**src/rtl/spi_rx_frame_buffer.sv**
```systemverilog
// Receive-side frame assembler and FIFO behind the SPI transfer engine.
// Optional macro RX_HALF_TIMEOUT_EN adds a half-frame timeout with a sticky frag_err output.
//
// state    | meaning
// ---------+-------------------------------------------------------
// IDLE     | waiting for a registered rising edge of xfer_done
// CAPTURE  | sample rx_byte, hold the high byte or push a frame
// ACK      | drive received for ACK_CYCLES cycles
// WAIT_LOW | wait for the engine to drop xfer_done
module spi_rx_frame_buffer #(
  parameter int DEPTH        = 8,
  parameter int PTR_W        = 3,
  parameter int ACK_CYCLES   = 2,
  parameter int HALF_TIMEOUT = 1024
) (
  input  logic             clk,
  input  logic             rst,
  input  logic             xfer_done,
  input  logic [7:0]       rx_byte,
  input  logic             len16,
  output logic             received,
  output logic [15:0]      rd_data,
  output logic             rd_valid,
  input  logic             rd_ready,
  output logic [PTR_W:0]   fill,
  output logic             half_pend,
  output logic             ovf,
  input  logic             clr_err
`ifdef RX_HALF_TIMEOUT_EN
  ,
  output logic             frag_err
`endif
);

  localparam int ACK_W = (ACK_CYCLES > 1) ? $clog2(ACK_CYCLES) : 1;
  localparam logic [ACK_W-1:0] ACK_LOAD = ACK_W'(ACK_CYCLES - 1);
  localparam logic [PTR_W:0]   DEPTH_V  = (PTR_W + 1)'(DEPTH);

  if (DEPTH != (1 << PTR_W) || DEPTH < 2) begin : g_bad_depth
    $error("DEPTH must be a power of two >= 2 and equal 2**PTR_W");
  end
  if (ACK_CYCLES < 1 || HALF_TIMEOUT < 1) begin : g_bad_cycles
    $error("ACK_CYCLES and HALF_TIMEOUT must be at least 1");
  end

  typedef enum logic [1:0] {IDLE, CAPTURE, ACK, WAIT_LOW} state_t;

  state_t           state, state_nxt;
  logic             xfer_q, rise_q;
  logic [ACK_W-1:0] ack_cnt;
  logic [15:0]      mem [DEPTH];
  logic [PTR_W-1:0] wptr, rptr;
  logic [PTR_W:0]   count;
  logic [7:0]       hi_byte;
  logic             pend;
  logic             ovf_q;
  logic             push, push_ok, pop, drop, take_high, timeout;
  logic [15:0]      frame;

  // Edge register: the rise is registered so capture lands two cycles after the edge.
  always_ff @(posedge clk or negedge rst) begin
    if (!rst) begin
      xfer_q <= 1'b0;
      rise_q <= 1'b0;
    end else begin
      xfer_q <= xfer_done;
      rise_q <= xfer_done & ~xfer_q;
    end
  end

  always_ff @(posedge clk or negedge rst) begin
    if (!rst) begin
      state   <= IDLE;
      ack_cnt <= '0;
    end else begin
      state <= state_nxt;
      if (state == CAPTURE)
        ack_cnt <= ACK_LOAD;
      else if (state == ACK && ack_cnt != '0)
        ack_cnt <= ack_cnt - 1'b1;
    end
  end

  always_comb begin
    state_nxt = state;
    unique case (state)
      IDLE:     if (rise_q) state_nxt = CAPTURE;
      CAPTURE:  state_nxt = ACK;
      ACK:      if (ack_cnt == '0) state_nxt = WAIT_LOW;
      WAIT_LOW: if (!xfer_done) state_nxt = IDLE;
      default:  state_nxt = IDLE;
    endcase
  end

  assign received  = (state == ACK);
  assign take_high = (state == CAPTURE) && len16 && !pend;
  assign push      = (state == CAPTURE) && (!len16 || pend);
  assign pop       = rd_valid && rd_ready;
  assign push_ok   = push && ((count != DEPTH_V) || pop);
  assign drop      = push && !push_ok;
  assign frame     = len16 ? {hi_byte, rx_byte} : {8'h00, rx_byte};

  // Storage needs no reset: rd_data is gated by rd_valid.
  always_ff @(posedge clk) begin
    if (push_ok) mem[wptr] <= frame;
  end

  always_ff @(posedge clk or negedge rst) begin
    if (!rst) begin
      wptr  <= '0;
      rptr  <= '0;
      count <= '0;
    end else begin
      if (push_ok) wptr <= wptr + 1'b1;
      if (pop)     rptr <= rptr + 1'b1;
      unique case ({push_ok, pop})
        2'b10:   count <= count + 1'b1;
        2'b01:   count <= count - 1'b1;
        default: count <= count;
      endcase
    end
  end

  assign rd_valid = (count != '0);
  assign rd_data  = rd_valid ? mem[rptr] : 16'h0000;
  assign fill     = count;

`ifdef RX_HALF_TIMEOUT_EN
  localparam int TO_W = (HALF_TIMEOUT > 1) ? $clog2(HALF_TIMEOUT) : 1;
  localparam logic [TO_W-1:0] TO_LOAD = TO_W'(HALF_TIMEOUT - 1);

  logic [TO_W-1:0] to_cnt;
  logic            frag_q;

  // A low-byte capture in the expiry cycle still completes the frame.
  assign timeout = pend && (to_cnt == '0) && (state != CAPTURE);

  always_ff @(posedge clk or negedge rst) begin
    if (!rst) begin
      to_cnt <= '0;
      frag_q <= 1'b0;
    end else begin
      if (take_high)
        to_cnt <= TO_LOAD;
      else if (pend && to_cnt != '0)
        to_cnt <= to_cnt - 1'b1;
      if (timeout)
        frag_q <= 1'b1;
      else if (clr_err)
        frag_q <= 1'b0;
    end
  end

  assign frag_err = frag_q;
`else
  assign timeout = 1'b0;
`endif

  always_ff @(posedge clk or negedge rst) begin
    if (!rst) begin
      hi_byte <= 8'h00;
      pend    <= 1'b0;
    end else if (take_high) begin
      hi_byte <= rx_byte;
      pend    <= 1'b1;
    end else if (push || timeout) begin
      hi_byte <= 8'h00;
      pend    <= 1'b0;
    end
  end

  assign half_pend = pend;

  always_ff @(posedge clk or negedge rst) begin
    if (!rst)
      ovf_q <= 1'b0;
    else if (drop)
      ovf_q <= 1'b1;
    else if (clr_err)
      ovf_q <= 1'b0;
  end

  assign ovf = ovf_q;

endmodule
```
**config.mk**
```make
export PLATFORM = sky130hd
export DESIGN_NAME = spi_rx_frame_buffer
export DESIGN_NICKNAME = d
export VERILOG_FILES = /design/src/rtl/spi_rx_frame_buffer.sv
export SDC_FILE = /design/constraint.sdc
export NUM_CORES = 1
export LEC_CHECK = 0
export ABC_AREA = 1
export BUFFER_PORTS_ARGS = -buffer_cell sky130_fd_sc_hd__buf_2
export CORE_MARGIN = 2
export CORE_UTILIZATION = 44
export CTS_CLUSTER_SIZE = 8
export DETAILED_ROUTE_END_ITERATION = 6
export MAX_ROUTING_LAYER = met4
export PLACE_DENSITY = 0.71
export SYNTH_ARGS = -nofsm -noshare
export SYNTH_HDL_FRONTEND = slang
export SYNTH_SLANG_ARGS = --single-unit
```
**constraint.sdc**
```tcl
create_clock -name clk -period 6.6 [get_ports clk]
set_clock_uncertainty 0.15 [all_clocks]
set_input_delay 0.99 -clock clk [delete_from_list [all_inputs] [get_ports clk]]
set_output_delay 0.99 -clock clk [all_outputs]
set_load 0.02 [all_outputs]
```
==> run_results.csv <==
group,metric,value,unit
outcome,run_status,"finished, final reports clean",
finish,final_net_count,622,
global_routing,grt-ovfl-total,0,
sta,finalMaxSlewViolations,0,
sta,fin_tns_setup,0,ns
global_routing,first_pass_grt_wire_length,20800,um
cts,clock_tree_from_tritoncts,"built",
setup_path,worstSetupEndpointType,"output port",
placed_design,dp.final_hpwl,7700,um
placed_design,dpl_worst_slack,3.20,ns
global_routing,initial_antenna_violation_count,0,
setup_path,minimum_setup_slack_among_reg_to_reg_paths,4.32,ns
floorplan,floorplan.core_area,14400,um^2
global_routing,grt.total_usage,0.181,
finish,drive_gt1_frac,0.146,
detailed_routing,drtAntennaViolNets,0,
cts,post_cts.resized_instances,0,
synth,async_flop_share,0.163,
global_routing,grt_pass1_vias,4011,
setup_path,crit_path_cell_trace,"inv_1 -> buf_4 -> o21ai_0 -> o21ai_0 -> nor2_1 -> nor2_1 -> buf_2",
synth,synth.yosys.warnings,0,
sta,finalHoldViolCount,0,
finish,synthesis_to_layout_area_growth,13.8,%
sta,timing.final.setup_violations,0,
synth,postSynthRegisterBits,153,
cts,cts_post_setup_buffers_inserted,0,
setup_path,critical_path_arrival,2.69,ns
hold_path,worst_hold_startpoint,"xfer_q",
sta,period_minus_slack,3.83,ns
setup_path,reg2regPathDepth,12,
synth,syn_avg_cell_area,11.6,um^2
cts,root_buffer,"sky130_fd_sc_hd__clkbuf_16",
cts,clock_sink_count,153,
pwr,power_leakage,2.83,nW
cts,htreeDepth,4,
setup_path,critPathRequiredTime,5.46,ns
placed_design,dp_cells,763,
synth,part_of_the_yosys_area_used_for_sequential_elements,0.691,
floorplan,ioPinCount,38,
finish,fin_cells,795,
floorplan,effective_utilization_at_floorplan,0.448,
setup_path,cp_top_family,"buffers and inverters",
pwr,vdd_ir_drop_max,0.214,mV
global_routing,grt_max_degree,66,
detailed_routing,post_drt_via_cell_ratio,5.19,
detailed_routing,drt-pass1-iter-count,5,
setup_path,worstSetupPathType,"flip-flop to output port",
detailed_routing,initialDrtViolationCount,411,
detailed_routing,detail_route.wirelength,13300,um
floorplan,die_height,125,um
sta,timing.final.crit_share,0.580,
detailed_routing,drc,0,
setup_path,worst_path_largest_cell_delay,0.68,ns
setup_path,r2r_end,"fill[3]",
sta,grt_setup_unrepaired,"no",
setup_path,timing.critical_path.buf_inv,3,
floorplan,die_width,125,um
hold_path,min_to,"rise_q",
sta,finalWorstSetupSlack,2.77,ns
synth,post_synth_num_cell_types,29,
cts,clock_tree.buffer_depth,2,
cts,clk_pin_slew_worst_paths,0.06,ns
hold_path,kind_of_path_behind_the_tightest_hold_check,"flip-flop to flip-flop",
pwr,total_power,3.49,mW
setup_path,worst-path-max-fanout,33,
sta,clock.fmax,0.261,GHz
floorplan,fp-row-count,44,
cts,cts_hold_repair.buffers,0,
synth,synth_edf_count,128,
floorplan,die-area,15700,um^2
synth,synth_cells,557,
hold_path,hold_depth,1,
placed_design,place_congestion,0.777,
sta,timing.slew.headroom,0.380,
cts,cts-buffers-inserted,17,
detailed_routing,detailroute.via_count,4127,
finish,antenna_cells,0,
setup_path,cpMaxStageDelayCell,"sky130_fd_sc_hd__inv_1",
cts,insertion_delay,0.42,ns
run,max_cap_violations,0,
sta,actual_transition_at_the_worst_max_transition_pin,0.929,ns
detailed_routing,detail_route.wl_per_cell,16.8,um
synth,mappedNetlistNets,581,
synth,ys.flop_type,"sky130_fd_sc_hd__edfxtp_1",
setup_path,reg2reg_start,"fill[1]",
pwr,pwr_density_cell,474,nW/um^2
setup_path,timing.critical_path.from_type,"flip-flop",
placed_design,buffer_ports.inserted,37,
synth,synth.cell_area,6460,um^2
flip-flops by register name, summed over array words and instances (netlist names):
signal,count
ack_cnt,1
rptr,3
fill,4
hi_byte,8
state,2
mem,128
ovf,1
wptr,3
rise_q,1
xfer_q,1
half_pend,1
layout make-up:
cell class              instances  area, um^2
fillers                      1234        7060
flip-flops and latches        153        4470
multi-input cells             340        1650
clock buffers                  17         425
repair buffers                 48         268
well taps                     184         230
clock inverters                15         175
inverters                      38         143
stage by stage:
step / area, um^2 / utilization / hold slack (ns)
2_1_floorplan: 6460 / - / 0.226
3_3_place_gp: 6760 / 0.469 / 0.236
3_5_place_dp: 6760 / 0.469 / 0.246
4_1_cts: 7360 / 0.510 / 0.254
5_1_grt: 7360 / 0.510 / 0.271
6_report: 7360 / 0.510 / 0.250
cells in the final DEF, fill, tap and decap left out, drive strengths merged:
cell type / count
ha: 9
bufinv: 3
inv: 39
o21ai: 124
nor3: 1
fa: 1
or2: 1
nand3: 9
dfrtp: 25
clkbuf: 17
clkinvlp: 2
clkinv: 9
a21oi: 3
xnor2: 1
nor2: 142
edfxtp: 128
nand2: 42
buf: 48
o22ai: 1
o211ai: 1
nand4: 1
xor2: 4
worst max path at each step:
stage / start / to / slack (ns) / cells past startpoint
2_1_floorplan: len16 / mem[4][0] / 3.74 / 7
3_3_place_gp: rptr[0] / rd_data[12] / 3.27 / 7
3_5_place_dp: rptr[0] / rd_data[12] / 3.20 / 7
4_1_cts: rptr[0] / rd_data[12] / 2.74 / 7
5_1_grt: rptr[0] / rd_data[12] / 2.55 / 7
6_report: rptr[0] / rd_data[12] / 2.77 / 7
Yosys cell counts (3+ instances only):
master	number	area, um^2
sky130_fd_sc_hd__nor2_1	141	529
sky130_fd_sc_hd__edfxtp_1	128	3840
sky130_fd_sc_hd__o21ai_0	101	505
sky130_fd_sc_hd__inv_1	36	135
sky130_fd_sc_hd__nand2_1	36	135
sky130_fd_sc_hd__dfrtp_1	25	626
sky130_fd_sc_hd__o21ai_1	23	115
sky130_fd_sc_hd__buf_6	10	113
sky130_fd_sc_hd__ha_1	9	113
sky130_fd_sc_hd__buf_2	8	40.0
sky130_fd_sc_hd__nand3_1	7	35.0
sky130_fd_sc_hd__buf_4	5	37.5
sky130_fd_sc_hd__nand2_4	5	56.3
sky130_fd_sc_hd__xor2_1	4	35.0
sky130_fd_sc_hd__a21oi_1	3	15.0
worst reg2reg max path, stage by stage (launching register included):
cell,delay (ns)
sky130_fd_sc_hd__dfrtp_1,0.43
sky130_fd_sc_hd__nor2_2,0.23
sky130_fd_sc_hd__nand2_4,0.24
sky130_fd_sc_hd__nand3_4,0.19
sky130_fd_sc_hd__inv_1,0.07
sky130_fd_sc_hd__ha_1,0.33
sky130_fd_sc_hd__nand3_1,0.09
sky130_fd_sc_hd__nand3_1,0.10
sky130_fd_sc_hd__inv_1,0.05
sky130_fd_sc_hd__nand2_1,0.07
sky130_fd_sc_hd__nand3_1,0.09
sky130_fd_sc_hd__nand2_1,0.07
sky130_fd_sc_hd__nand2_1,0.05
cells by family after synthesis:
| kind of cell | synth area share |
|---|---|
| simple gates | 0.127 |
| buf+inv | 0.0536 |
| compound gates | 0.100 |
| flops | 0.691 |
| xor+xnor | 0.00677 |
| fa+ha+maj | 0.0205 |
power by group:
| group | total [mW] | internal [mW] | switching [mW] |
|---|---|---|---|
| Combinational | 1.23 | 0.377 | 0.853 |
| Sequential | 1.29 | 1.20 | 0.0844 |
| Clock | 0.972 | 0.594 | 0.378 |
| Total | 3.49 | 2.17 | 1.32 |
metal layers:
metal / track usage / vias up / part of all wire
met3: 0.0458 / 20 / 0.061
met4: 0.0699 / 0 / 0.020
li1: - / 1986 / -
met2: 0.285 / 133 / 0.49
met1: 0.227 / 1988 / 0.43
met5: - / - / 0
No activity file was read; power rests on OpenSTA's default activity.
